### src/rtl/noc_pkg.sv
// Shared router definitions: port direction indices, port count and the
// credit-controller drain FSM state encoding.
package noc_pkg;
   localparam int DIR_N     = 0;
   localparam int DIR_S     = 1;
   localparam int DIR_W     = 2;
   localparam int DIR_E     = 3;
   localparam int DIR_L     = 4;
   localparam int NUM_PORTS = 5;

   typedef enum logic [1:0] {
      RUN,
      DRAIN,
      DRAINED
   } cc_state_e;
endpackage

### src/rtl/credit_counter.sv
// One output port's saturating credit counter. With CREDIT_ERR_CHECK_EN defined
// a sticky error flop records underflow/overflow attempts; otherwise err_o is 0.
module credit_counter #(
   parameter int BUF_DEPTH = 4,
   parameter int CW        = $clog2(BUF_DEPTH + 1)
) (
   input  logic          clk,
   input  logic          reset,
   input  logic          dec_i,
   input  logic          ret_i,
   output logic [CW-1:0] count_o,
   output logic          full_o,
   output logic          err_o
);
   localparam logic [CW-1:0] FULL = CW'(BUF_DEPTH);

   logic [CW-1:0] count_d;
   logic [CW-1:0] count_q;

   // Simultaneous dec+ret cancels out at any count, so only the one-sided
   // cases need the saturation guards.
   always_comb begin
      count_d = count_q;
      if (dec_i && !ret_i && (count_q != '0)) begin
         count_d = count_q - 1'b1;
      end else if (ret_i && !dec_i && (count_q != FULL)) begin
         count_d = count_q + 1'b1;
      end
   end

   always_ff @(posedge clk) begin
      if (!reset) begin
         count_q <= FULL;
      end else begin
         count_q <= count_d;
      end
   end

   assign count_o = count_q;
   assign full_o  = (count_q == FULL);

`ifdef CREDIT_ERR_CHECK_EN
   logic underflow;
   logic overflow;
   logic err_d;
   logic err_q;

   assign underflow = dec_i & ~ret_i & (count_q == '0);
   assign overflow  = ret_i & ~dec_i & (count_q == FULL);

   always_comb begin
      err_d = err_q | underflow | overflow;
   end

   always_ff @(posedge clk) begin
      if (!reset) begin
         err_q <= 1'b0;
      end else begin
         err_q <= err_d;
      end
   end

   assign err_o = err_q;
`else
   assign err_o = 1'b0;
`endif
endmodule

### src/rtl/credit_counter_ctrl.sv
// Per-port downstream credit tracking plus a drain handshake for quiescing the
// router. Optional sticky over/underflow flags via CREDIT_ERR_CHECK_EN.
module credit_counter_ctrl
   import noc_pkg::*;
#(
   parameter  int BUF_DEPTH = 4,
   localparam int CW        = $clog2(BUF_DEPTH + 1)
) (
   input  logic                    clk,
   input  logic                    reset,
   input  logic [NUM_PORTS-1:0]    dec_i,
   input  logic [NUM_PORTS-1:0]    ret_i,
   input  logic                    drain_req_i,
   output logic [NUM_PORTS-1:0]    credit_o,
   output logic [NUM_PORTS*CW-1:0] count_o,
   output logic                    drain_ack_o,
   output logic [NUM_PORTS-1:0]    err_o
);
   cc_state_e            state_d;
   cc_state_e            state_q;
   logic                 drain_ack_d;
   logic                 drain_ack_q;
   logic [NUM_PORTS-1:0] full;
   logic [NUM_PORTS-1:0] nonzero;

   for (genvar gi = 0; gi < NUM_PORTS; gi++) begin : g_port
      credit_counter #(
         .BUF_DEPTH (BUF_DEPTH),
         .CW        (CW)
      ) u_cnt (
         .clk     (clk),
         .reset   (reset),
         .dec_i   (dec_i[gi]),
         .ret_i   (ret_i[gi]),
         .count_o (count_o[gi*CW +: CW]),
         .full_o  (full[gi]),
         .err_o   (err_o[gi])
      );
      assign nonzero[gi] = (count_o[gi*CW +: CW] != '0);
   end

   // Dropping the request always wins; the drained check only matters while
   // the request is still held.
   always_comb begin
      state_d = state_q;
      case (state_q)
         RUN:     if (drain_req_i) state_d = DRAIN;
         DRAIN:   if (!drain_req_i) state_d = RUN;
                  else if (&full) state_d = DRAINED;
         DRAINED: if (!drain_req_i) state_d = RUN;
         default: state_d = RUN;
      endcase
      drain_ack_d = (state_d == DRAINED);
   end

   always_ff @(posedge clk) begin
      if (!reset) begin
         state_q     <= RUN;
         drain_ack_q <= 1'b0;
      end else begin
         state_q     <= state_d;
         drain_ack_q <= drain_ack_d;
      end
   end

   assign credit_o    = nonzero & {NUM_PORTS{state_q == RUN}};
   assign drain_ack_o = drain_ack_q;
endmodule

### config.mk
export PLATFORM = sky130hd
export DESIGN_NAME = credit_counter_ctrl
export DESIGN_NICKNAME = d
export VERILOG_FILES = /design/src/rtl/noc_pkg.sv /design/src/rtl/credit_counter.sv /design/src/rtl/credit_counter_ctrl.sv
export SDC_FILE = /design/constraint.sdc
export NUM_CORES = 1
export LEC_CHECK = 0
export ABC_CLOCK_PERIOD_IN_PS = 1700
export CAP_MARGIN = 20
export CORE_MARGIN = 2
export CORE_UTILIZATION = 43
export CTS_BUF_LIST = sky130_fd_sc_hd__clkbuf_2
export CTS_CLUSTER_DIAMETER = 150
export DETAILED_ROUTE_END_ITERATION = 10
export PLACE_DENSITY = 0.78
export RECOVER_POWER = 100
export SLEW_MARGIN = 20
export SYNTH_ARGS = -nofsm -noshare
export SYNTH_HDL_FRONTEND = slang
export SYNTH_HIERARCHICAL = 1
export SYNTH_SLANG_ARGS = --single-unit
### constraint.sdc
create_clock -name clk -period 1.7 [get_ports clk]
set_input_delay 0.425 -clock clk [delete_from_list [all_inputs] [get_ports clk]]
set_output_delay 0.425 -clock clk [all_outputs]
set_load 0.02 [all_outputs]
==> results.md <==
- Setup violations, final: 1
- Clock buffer depth: 2
- # DRC: 0
- Initial DRC Count: 34
- Final instance area: 1970 sq um
- Via density: 5.51
- Required time of the critical path: 1.88 ns
- Post-synthesis sequential area ratio: 28.6%
- VDD IR max: 0.000689 V
- FMAX: 577 MHz
- Clock share of power: 14.0%
- Cell Int Power: 855 uW
- Die area: 3380 sq um
- Synth top area cells: dfxtp_1 29%, fa_1 7.9%, xnor2_1 6.9%
- RSZ-0062 raised after global routing: true
- Initial antenna violation count: 0
- Failing checks: setup timing
- Post-synth EDFFs: 0
- First-pass GRT wire length: 5.56 mm
- Post-synth top area cell: dfxtp_1
- Switching Fraction: 40.4%
- TritonCTS clock tree: built
- Clk sinks: 18
- Number of global-route vias before repair: 1275
- Height of the die: 58.2 um
- Layout Cells excl Fill: 228
- Setup Crit Path Kind: flip-flop to flip-flop
- Crit-path max cell delay: 0.45 ns
- Number of synthesized register bits: 18
- Clock root buffer: clkbuf_2
- Predominant post-synthesis flop cell: dfxtp_1
- Post-synth ARST share: 0%
- Reg power frac: 40.5%
- Leak Pwr: 0.764 nW
- Clock Latency Late Sink: 0.30 ns
- Outcome: complete, but fails checks
- Vias: 1257
- Comb power frac: 45.5%
- Total track usage: 20.9%
- ANT cells: 0
- Final Cycle Share: 102%
- IO Port Bufs: 33
- Layout fillers: 231
- Die width: 58.2 um
- Placed Cells: 216
- Inserted Clock Buffers: 3
- Hold crit path type: flip-flop to flip-flop
- Top-area cell type share of the netlist area: 28.6%
- H-Tree Depth: 1
- Hold Buf Count CTS: 0
- Final global-route overflow total: 0
- P_sw: 580 uW
- Core footprint: 2780 sq um
- Netlist cell types: 25
- Top Layer Used: met4
- Total Nets Final: 216
- CP Cell Sequence: o311ai_4 -> fa_2 -> or3b_4 -> o211ai_2 -> o2111ai_1
- Startpoint types: flip-flop
- Site Rows: 19
- MaxCap Viol Count: 0
- CP top delay family: flip-flops
- CP endpoint kind: flip-flop
- Placed inst area: 1790 sq um
- Critical Path Slowest Stage Cell: dfxtp_4
- Cell Pwr Density: 730 nW/um^2
- Largest net degree at the start of global routing: 17
- Clock slew at reported path FFs: 0.19 ns
- Yosys warning count: 6
- DR pass1 iterations: 4
- Clock skew: 0.0178 ns
- Metal2 WL: 1.83 mm
- Routed length on met1: 1.41 mm
- Clock period minus worst slack: 1.73 ns
- Syn Inst Count: 138
- Top Ports: 39
- Cell Area, Synth: 1260 sq um
- Final Hold Vio Count: 0
- Initial core utilization: 45.3%
- DRT antenna net count: 0
- Post-DR wirelength/cell: 15.1 um
- Final WS setup: -0.0336 ns
- Syn Nets: 156
- Final HPWL DP: 2.41 mm
- Avg Inst Size Synth: 9.14 sq um
- GP Congestion: 0.785
- Setup TNS: -0.0336 ns
- Final wirelength: 3.45 mm
- CP arrival: 1.91 ns
- Crit path buf inv count: 0
- Final Max Slew Viols: 0
- Share of layout cells above drive strength 1: 42.1%
- Layout area overhead: 55.9%
- Maximum fanout along the worst path: 8
- Routed wl met3: 130 um
cell usage in the layout (no fill, tap or decap), types with 4 or more instances in the layout:
cell type      netlist  layout
nand3_1              5       5
nor2b_1              5       5
o311ai_4             0       5
o31ai_1              5       7
buf_4                5      27
dlygate4sd2_1        0      22
clkbuf_2             0       4
fa_2                 0       5
o31a_1               5       5
inv_1               15       8
nor2_1               7       6
or3_1                6       6
and2_1               5       5
o211ai_2             5       5
or3b_4               0       5
dfxtp_4              0      15
a211oi_1             5       5
o2111ai_1            5       4
inv_2                0       7
conb_1               5       5
nand3b_1             5       5
xnor2_1             10      10
per-stage QoR:
stage | total power [mW] | setup slack, ns | hold slack (ns) | utilization [%]
3_3_place_gp | 1.16 | -0.470 | 0.484 | 64.4
3_5_place_dp | 1.20 | -0.553 | 0.490 | 64.4
5_1_grt | 1.52 | -0.0717 | 0.549 | 70.7
2_1_floorplan | 0.917 | 0.0158 | 0.430 | -
6_report | 1.43 | -0.0336 | 0.512 | 70.7
4_1_cts | 1.38 | -0.140 | 0.522 | 67.3
worst reg2reg max path, cell delays in order (launching register included):
cell and delay, ns:
dfxtp_4 0.45, o311ai_4 0.10, fa_2 0.40, or3b_4 0.39
o211ai_2 0.15, o2111ai_1 0.13
power by group through the flow:
stage	Sequential (mW)	Clock, mW	Combinational, mW
final	0.581	0.201	0.653
after global routing	0.594	0.220	0.710
after CTS	0.580	0.199	0.602
after detailed placement	0.575	0	0.621
after global placement	0.569	0	0.594
after floorplan	0.621	0	0.296
cells in the mapped netlist, types with 6 or more instances:
cell type	n
dfxtp_1	18
nor2_1	7
or3_1	6
xnor2_1	10
inv_1	15
sequential cells by signal, indices dropped and copies added (netlist names):
signal / flops
g_port.u_cnt/count_o: 15
state_q: 2
drain_ack_o: 1
per-layer routing:
metal	up-vias	track usage, %
met5	-	0
li1	610	-
met3	8	2.23
met4	0	8.31
met1	606	24.4
met2	33	38.6
final timing paths:
kind / cells after the start / from / slack (ns) / to
max reg2reg: 5 / g_port[3].u_cnt/count_o[0] / -0.03 / g_port[3].u_cnt/count_o[2]
min: 1 / g_port[4].u_cnt/count_o[0] / 0.51 / g_port[4].u_cnt/count_o[0]
min reg2reg: 1 / g_port[4].u_cnt/count_o[0] / 0.51 / g_port[4].u_cnt/count_o[0]
max: 5 / g_port[3].u_cnt/count_o[0] / -0.03 / g_port[3].u_cnt/count_o[2]
final cells by class:
| type | count | area, sq um | share of cell area, % |
|---|---|---|---|
| tap | 31 | 38.8 | 1.97 |
| sequential | 18 | 418 | 21.3 |
| timing repair buffer | 60 | 514 | 26.2 |
| clock buffer | 4 | 20.0 | 1.02 |
| inverter | 15 | 56.3 | 2.86 |
| multi-input combinational | 100 | 918 | 46.7 |
cell families after synthesis:
group / Yosys count / share of synthesized area, %
other cells: 5 / 1.49
flops: 18 / 28.6
compound gates: 37 / 27.1
buf+inv: 20 / 7.44
simple gates: 43 / 20.5
fa+ha+maj: 5 / 7.94
xor+xnor: 10 / 6.94
timing repair:
item,4_1_cts,5_1_grt
setup buffers,1,7
gates resized for setup,68,18
pin swaps,5,8
setup endpoints to repair,25,12
Note: power is estimated with default switching activity, not from simulation.
